$ cat src/rtl/instr_fetch_unit.sv
// instr_fetch_unit: holds a small program of instructions and issues them in order to cu
//
// Ports:
//   i_clk          rising-edge clock
//   i_rst_n        asynchronous active-low reset (program memory is not reset)
//   i_prog_we      program write strobe, honoured only while idle or done
//   i_prog_addr    program write address
//   i_prog_data    program write data
//   i_start        one-cycle pulse, runs the program from address 0 (idle/done only)
//   o_instr        instruction presented to cu, qualify with o_instr_valid
//   o_instr_valid  o_instr is valid
//   i_instr_ready  downstream accepts o_instr this cycle
//   o_pc           address of the current/last fetched instruction
//   o_busy         high while fetching or issuing
//   o_done         high after the run ends, until the next start
//   o_issue_count  instructions accepted since the last start
module instr_fetch_unit #(
    parameter int IW    = 19,
    parameter int DEPTH = 16,
    parameter int AW    = 4
) (
    input  logic          i_clk,
    input  logic          i_rst_n,
    input  logic          i_prog_we,
    input  logic [AW-1:0] i_prog_addr,
    input  logic [IW-1:0] i_prog_data,
    input  logic          i_start,
    output logic [IW-1:0] o_instr,
    output logic          o_instr_valid,
    input  logic          i_instr_ready,
    output logic [AW-1:0] o_pc,
    output logic          o_busy,
    output logic          o_done,
    output logic [AW:0]   o_issue_count
);
    localparam logic [AW-1:0] LAST = AW'(DEPTH - 1);
    typedef enum logic [1:0] {S_IDLE, S_FETCH, S_ISSUE, S_DONE} state_t;
    state_t        r_state;
    logic [IW-1:0] r_mem [DEPTH];
    logic [IW-1:0] r_instr;
    logic          r_valid;
    logic          r_busy;
    logic          r_done;
    logic [AW-1:0] r_pc;
    logic [AW:0]   r_cnt;
    logic          w_idle;
    logic [IW-1:0] w_word;
    logic          w_halt;

    assign w_idle = (r_state == S_IDLE) || (r_state == S_DONE);
    assign w_word = r_mem[r_pc];
    assign w_halt = w_word[IW-1:IW-3] == 3'b000;

    // A write in the same idle cycle as start lands before the first fetch,
    // so address 0 is seen write-first without any bypass.
    always_ff @(posedge i_clk) begin
        if (i_prog_we && w_idle)
            r_mem[i_prog_addr] <= i_prog_data;
    end

    always_ff @(posedge i_clk or negedge i_rst_n) begin
        if (!i_rst_n) begin
            r_state <= S_IDLE;
            r_pc    <= '0;
            r_instr <= '0;
            r_valid <= 1'b0;
            r_busy  <= 1'b0;
            r_done  <= 1'b0;
            r_cnt   <= '0;
        end else begin
            case (r_state)
                S_IDLE, S_DONE: begin
                    if (i_start) begin
                        r_state <= S_FETCH;
                        r_pc    <= '0;
                        r_cnt   <= '0;
                        r_done  <= 1'b0;
                        r_busy  <= 1'b1;
                    end
                end
                S_FETCH: begin
                    r_instr <= w_word;
                    // HALT ends the run here and is never presented downstream.
                    if (w_halt) begin
                        r_state <= S_DONE;
                        r_done  <= 1'b1;
                        r_busy  <= 1'b0;
                    end else begin
                        r_state <= S_ISSUE;
                        r_valid <= 1'b1;
                    end
                end
                S_ISSUE: begin
                    if (i_instr_ready) begin
                        r_cnt   <= r_cnt + 1'b1;
                        r_valid <= 1'b0;
                        // The last address ends the run; pc never wraps.
                        if (r_pc == LAST) begin
                            r_state <= S_DONE;
                            r_done  <= 1'b1;
                            r_busy  <= 1'b0;
                        end else begin
                            r_state <= S_FETCH;
                            r_pc    <= r_pc + 1'b1;
                        end
                    end
                end
                default: r_state <= S_IDLE;
            endcase
        end
    end

    assign o_instr       = r_instr;
    assign o_instr_valid = r_valid;
    assign o_pc          = r_pc;
    assign o_busy        = r_busy;
    assign o_done        = r_done;
    assign o_issue_count = r_cnt;
endmodule

$ cat config.mk
export PLATFORM = sky130hd
export DESIGN_NAME = instr_fetch_unit
export DESIGN_NICKNAME = d
export VERILOG_FILES = /design/src/rtl/instr_fetch_unit.sv
export SDC_FILE = /design/constraint.sdc
export NUM_CORES = 1
export LEC_CHECK = 0
export ABC_CLOCK_PERIOD_IN_PS = 3380
export CORE_MARGIN = 3
export CORE_UTILIZATION = 55
export CTS_BUF_LIST = sky130_fd_sc_hd__clkbuf_4 sky130_fd_sc_hd__clkbuf_8
export CTS_CLUSTER_SIZE = 8
export DETAILED_ROUTE_END_ITERATION = 6
export GPL_TIMING_DRIVEN = 0
export MAX_ROUTING_LAYER = met4
export PLACE_DENSITY = 0.8
export SETUP_SLACK_MARGIN = 0.3
export SLEW_MARGIN = 25
export SYNTH_ARGS = -nofsm -noshare
export SYNTH_HDL_FRONTEND = slang
export SYNTH_SLANG_ARGS = --single-unit
$ cat constraint.sdc
create_clock -name i_clk -period 3.38 [get_ports i_clk]
set_input_delay 0.676 -clock i_clk [delete_from_list [all_inputs] [get_ports i_clk]]
set_output_delay 0.676 -clock i_clk [all_outputs]
set_load 0.1 [all_outputs]
==> impl_metrics.yaml, run 1 <==
global_routing:
  gr-usage-met3_pct: 4.41
  grt_max_degree: 27
  grt_util_met2_pct: 36.1
  gr-max-usage-layer: "met2"
  grt_pass1_vias: 6791
  groute.layer.met1.usage_pct: 32.3
  grt.overflow.total: 0
  antenna_found_initial: 0
  grt_pass1_wl_um: 42300
  gr-usage-all-layers_pct: 23.2
setup_path:
  critPathKind: "register to register"
  ff2ff_setup_slack_ns: 0.35
  start_kind: "register"
  cp-end-kind: "register"
  critPathMaxFanout: 10
  critPathRequiredTime_ns: 3.84
  arrival_ns: 3.49
  timing.rr.start: "o_pc[1]"
  reg2reg_depth: 6
  worstReg2RegEnd: "o_instr[9]"
yosys:
  syn-num-nets: 623
  synthCells: 591
  seq_area_frac_synth_pct: 75.8
  synth_ff_type: "edfxtp_1"
  ys_types: 39
  synth_edf_count: 304
  synth-seq-cells: 337
  syn_avg_cell_area_um2: 22.2
  netlist.area_leader.share_pct: 69.5
  yosysTopAreaCell: "edfxtp_1"
  async_reset_ff_share_pct: 9.79
  yosysWarnings: 0
  netlist_area_mm2: 0.0131
  yosys-top-cells-area: "edfxtp_1, mux4_2, dfrtp_1"
clocking:
  post_cts_buffers: 0
  cts_buffers: 52
  clk_pin_slew_worst_paths_ns: 0.06
  cts_root_buffer: "clkbuf_8"
  cts_sinks: 337
  clkLatencyLatePin_ns: 0.59
  clockBufferDepth: 3
  tritoncts: "built"
  htree_levels: 2
layout:
  syn_to_final_growth_pct: 18.7
  final_area_mm2: 0.0156
  diodes: 0
  nets: 756
  drive_gt1_share_pct: 33.2
  final_common_cell: "edfxtp_1"
  final_cell_mix: "edfxtp_1, mux4_2, clkdlybuf4s50_1, clkbuf_8, dfrtp_1"
sta:
  setup_violations: 0
  tightest_slew_ns: 0.977
  fmax_mhz: 330
  timing.final.ws_setup_ns: 0.351
  min_period_ns: 3.03
  rsz0062_at_grt: "no"
  fin_skew_ns: 0.0194
  final_hold_viol_count: 0
  slew_headroom_pct: 34.9
  slew_viol_final: 0
  fin_crit_sh_pct: 89.6
place:
  port_buffers: 58
  gp_congestion: 0.856
  pre_cts_ws_ns: 0.246
  placed_cell_area_mm2: 0.0146
  dp_hpwl_um: 18100
flow_run:
  max-cap-violations: 0
route:
  drt-initial-drc-count: 782
  vias: 6534
  viasPerCell: 6.06
  drc: 0
  routedWlPerCell_um: 26.3
  ant_nets: 0
  dr.pass1.iters: 5
  routed_wl_um: 28400
floorplanning:
  dieArea_mm2: 0.0258
  start_util_pct: 57.0
  die_x_um: 161
  coreArea_mm2: 0.0231
  io-pin-count: 59
  die_h_um: 161
  rows: 55
status:
  status: "finished, final reports clean"
pwr:
  ir_drop_mv: 0.687
  total_leakage_power_uw: 0.00505
  powerDensity_mw_per_mm2: 769
min_path:
  whs_endpoint: "o_instr[7]"
  holdCritStartpoint: "o_instr[7]"
  hold_class: "register to register"
  whs_path_depth: 1
## per-stage QoR
step	hold WS, ns	instances	TNS [ns]	utilization, %	power, uW
2_1_floorplan	0.380	591	0	-	7750
3_3_place_gp	0.492	962	-137.79	61.2	8640
3_5_place_dp	0.495	982	0	63.1	8800
4_1_cts	0.508	1078	0	67.6	12100
5_1_grt	0.522	1078	0	67.6	12400
6_report	0.502	1078	0	67.6	12000
## registers in the layout, indices dropped and copies added, names as in the netlist
name / flops
r_state: 2
o_instr_valid: 1
r_mem: 304
o_done: 1
o_issue_count: 5
o_busy: 1
o_instr: 19
o_pc: 4
## per-layer routing
metal | wire [um] | vias to the layer above | share of wire (%)
li1 | - | 2750 | -
met4 | 584 | 0 | 2.1
met1 | 11500 | 3448 | 41
met2 | 14200 | 288 | 50
met3 | 2070 | 48 | 7.3
met5 | 0 | - | 0
## area by class of cell
type | count | area [um^2]
Sequential cell | 337 | 9950
Fill cell | 1449 | 7460
Multi-Input combinational cell | 222 | 3100
Clock buffer | 85 | 970
Timing Repair Buffer | 79 | 920
Tap cell | 313 | 392
Buffer | 30 | 196
Clock inverter | 10 | 55.1
Inverter | 2 | 7.51
## Yosys cell counts (2+ instances only)
library cell / count
nand2b_1: 5
o21ai_0: 2
mux4_2: 86
dfrtp_1: 33
a22o_1: 3
nand3_1: 9
a31oi_1: 2
nand3_2: 3
edfxtp_1: 304
and3_1: 3
o211ai_1: 2
mux2_2: 21
clkbuf_1: 18
nor2_1: 24
buf_6: 8
inv_1: 2
mux4_1: 6
nor2b_1: 6
buf_1: 2
or4_1: 3
nor3_1: 4
ha_1: 4
nand2_1: 17
xor2_1: 5
nand4_1: 3
a21oi_1: 2
a22oi_1: 2
## critical path, cell delays in order (launching register included)
cell	delay [ns]
dfrtp_1	0.40
buf_2	0.23
clkbuf_1	0.42
clkbuf_1	0.64
mux4_2	0.41
mux4_2	0.52
mux2_2	0.28
## power by group
group          leakage, uW  total [uW]  switching [uW]  internal [uW]
Combinational      0.00135        3750            2400           1350
Clock             0.000552        3280            1470           1810
Sequential         0.00314        4960             134           4820
Total              0.00505       12000            4010           7990
## how the worst max path moves through the flow
stage / start / end / slack, ns / depth (start not counted)
global route: r_state[0] / r_mem[0][18] / 0.31 / 7
finish: o_pc[1] / o_instr[9] / 0.35 / 6
CTS: o_pc[1] / o_instr[2] / 0.33 / 6
global placement: i_prog_we / r_mem[1][1] / -1.31 / 5
detailed placement: o_pc[1] / o_instr[15] / 0.25 / 6
floorplan: o_pc[1] / o_instr[0] / 0.32 / 6
## repair_timing
item	CTS	global route
hold endpoints to repair	7	0
resized for setup	2	3
setup endpoints to repair	10	10
hold buffers	1	0
## cells by family after synthesis
family                   count (synthesis)  share of synthesized area [%]
adder cells (fa/ha/maj)                  4                          0.381
AO/OA/AOI/OAI                           19                           1.10
AND/OR/NAND/NOR                         80                           3.02
flip-flops                             337                           75.8
XOR/XNOR                                 5                          0.333
multiplexers                           114                           17.9
buffers and inverters                   32                           1.51
Power figures use the tool's default switching activity.
==> run 2: changes to the inputs <==
--- a/config.mk
+++ b/config.mk
@@ -5,7 +5,7 @@
 export SDC_FILE = /design/constraint.sdc
 export NUM_CORES = 1
 export LEC_CHECK = 0
-export ABC_CLOCK_PERIOD_IN_PS = 3380
+export ABC_CLOCK_PERIOD_IN_PS = 2800
 export CORE_MARGIN = 3
 export CORE_UTILIZATION = 55
 export CTS_BUF_LIST = sky130_fd_sc_hd__clkbuf_4 sky130_fd_sc_hd__clkbuf_8
@@ -13,9 +13,9 @@
 export DETAILED_ROUTE_END_ITERATION = 6
 export GPL_TIMING_DRIVEN = 0
 export MAX_ROUTING_LAYER = met4
-export PLACE_DENSITY = 0.8
+export PLACE_DENSITY = 0.78
 export SETUP_SLACK_MARGIN = 0.3
-export SLEW_MARGIN = 25
+export SLEW_MARGIN = 20
 export SYNTH_ARGS = -nofsm -noshare
 export SYNTH_HDL_FRONTEND = slang
 export SYNTH_SLANG_ARGS = --single-unit
==> constraint.sdc (replaced) <==
create_clock -name i_clk -period 2.8 [get_ports i_clk]
set_input_delay 0.56 -clock i_clk [delete_from_list [all_inputs] [get_ports i_clk]]
set_output_delay 0.56 -clock i_clk [all_outputs]
set_load 0.1 [all_outputs]
==> run 2 against run 1 <==
Effect of this change:
- setup slack lost 0.041 ns
- critical path type unchanged
- hold slack lost 0.071 ns
- combinational power grew 21%
- utilization grew 2.5 points
==> impl_metrics.yaml, run 2 (same netlist as run 1, synthesis figures left out) <==
status:
  status: "finished, final reports clean"
sta:
  final_hold_viol_count: 0
  fin_crit_sh_pct: 88.9
  setup_violations: 0
  slew_headroom_pct: 35.1
  fmax_mhz: 402
  timing.final.ws_setup_ns: 0.310
  tightest_slew_ns: 0.977
  min_period_ns: 2.49
  rsz0062_at_grt: "yes"
  slew_viol_final: 0
  fin_skew_ns: 0.0144
route:
  drt-initial-drc-count: 810
  dr.pass1.iters: 5
  vias: 6901
  routed_wl_um: 30700
  ant_nets: 0
  routedWlPerCell_um: 27.9
  viasPerCell: 6.27
  drc: 0
global_routing:
  antenna_found_initial: 0
  grt_pass1_wl_um: 44500
  grt_pass1_vias: 7104
  gr-usage-all-layers_pct: 24.3
  grt.overflow.total: 0
  grt_max_degree: 26
setup_path:
  critPathKind: "register to register"
  slowest_delay_ns: 0.46
  timing.rr.start: "r_state[0]"
  startpoint: "r_state[0]"
  start_kind: "register"
  cp-end-kind: "register"
  reg2reg_depth: 8
  arrival_ns: 2.77
  crit_path_cell_trace: "inv_1, ha_1, clkbuf_2, nand2_1, or3_4, nor3_4, buf_4, buf_16"
  cp_slowest_cell: "or3_4"
  critPathRequiredTime_ns: 3.08
  critPathMaxFanout: 11
layout:
  syn_to_final_growth_pct: 23.1
  final_cell_mix: "edfxtp_1, mux4_2, clkbuf_8, clkbuf_4, dlygate4sd2_1"
  fill_cells: 1359
  final_area_mm2: 0.0162
  final_common_cell: "edfxtp_1"
  largest_reg_flops: 304
  nets: 778
  largest_register: "r_mem"
  diodes: 0
  drive_gt1_share_pct: 37.3
clocking:
  tritoncts: "built"
  clkLatencyLatePin_ns: 0.58
  cts_buffers: 53
  clockBufferDepth: 3
  cts_sinks: 337
  htree_levels: 2
  cts_root_buffer: "clkbuf_8"
  clk_pin_slew_worst_paths_ns: 0.06
floorplanning:
  io-pin-count: 59
  rows: 55
  coreArea_mm2: 0.0231
  start_util_pct: 57.0
  dieArea_mm2: 0.0258
  die_x_um: 161
  die_h_um: 161
pwr:
  p_sw_share_pct: 33.4
  total_leakage_power_uw: 0.00538
  switchingPower_uw: 4940
  ir_drop_mv: 0.599
  fin_total_pwr_uw: 14800
  powerDensity_mw_per_mm2: 914
  pwr-share-comb_pct: 30.8
  internal_power_uw: 9830
  clockPowerShare_pct: 28.7
  seqPwrFrac_pct: 40.5
place:
  pre_cts_ws_ns: -0.230
  port_buffers: 58
  placed_cell_area_mm2: 0.0146
  gp_congestion: 0.891
  dp_hpwl_um: 18000
min_path:
  hold_class: "input pin to async pin"
flow_run:
  max-cap-violations: 0
==> run 2: routing by layer <==
layer,vias to the layer above,track usage [%],part of all wire (%)
met3,81,4.57,7.7
met2,386,37.0,50
li1,2800,-,-
met1,3634,33.1,39
met4,0,10.2,3.6
met5,-,-,0
==> run 2: critical path, delay by kind of cell, from the launching register on <==
kind                     cells  cell delay, ns
AND/OR/NAND/NOR              3            0.86
buffers and inverters        4            0.63
flip-flops                   1            0.39
adder cells (fa/ha/maj)      1            0.30
==> run 2: final cells by class <==
type	count	area [um^2]	share of cell area (%)
Inverter	2	7.51	0.0464
Multi-Input combinational cell	222	3130	19.3
Tap cell	313	392	2.42
Timing Repair Buffer	100	1310	8.09
Sequential cell	337	9960	61.6
Clock buffer	88	1030	6.37
Buffer	30	277	1.71
Clock inverter	9	66.3	0.410
==> run 2: stage by stage <==
| stage | setup TNS [ns] | std cells | hold slack [ns] | utilization (%) |
|---|---|---|---|---|
| 2_1_floorplan | 0 | 591 | 0.264 | - |
| 3_3_place_gp | -214.07 | 962 | 0.495 | 61.4 |
| 3_5_place_dp | -12.21 | 975 | 0.490 | 63.3 |
| 4_1_cts | 0 | 1090 | 0.423 | 69.1 |
| 5_1_grt | 0 | 1101 | 0.439 | 70.1 |
| 6_report | 0 | 1101 | 0.431 | 70.1 |
==> run 2: timing repair <==
action,CTS,global route
endpoints found under the hold margin,8,0
endpoints found under the setup margin,311,203
pin swaps,6,10
hold buffers,1,0
setup buffers,17,11
gates resized for setup,46,20
==> run 2: power groups by stage <==
stage	Sequential, uW	Combinational, uW	Clock (uW)
global placement	6080	4350	0
floorplan	7410	1960	0
global route	6020	4750	4530
CTS	5980	4480	4280
finish	5980	4550	4240
detailed placement	6090	4540	0
==> run 2: path summary, 6_finish.rpt <==
path | to | slack [ns]
max in group asynchronous | o_pc[0] | 1.88
min in group i_clk | o_instr[18] | 0.50
worst max register to register | r_mem[0][12] | 0.31
worst min-delay path | o_instr[7] | 0.43
worst min register to register | o_instr[18] | 0.50
worst max-delay path | r_mem[0][12] | 0.31
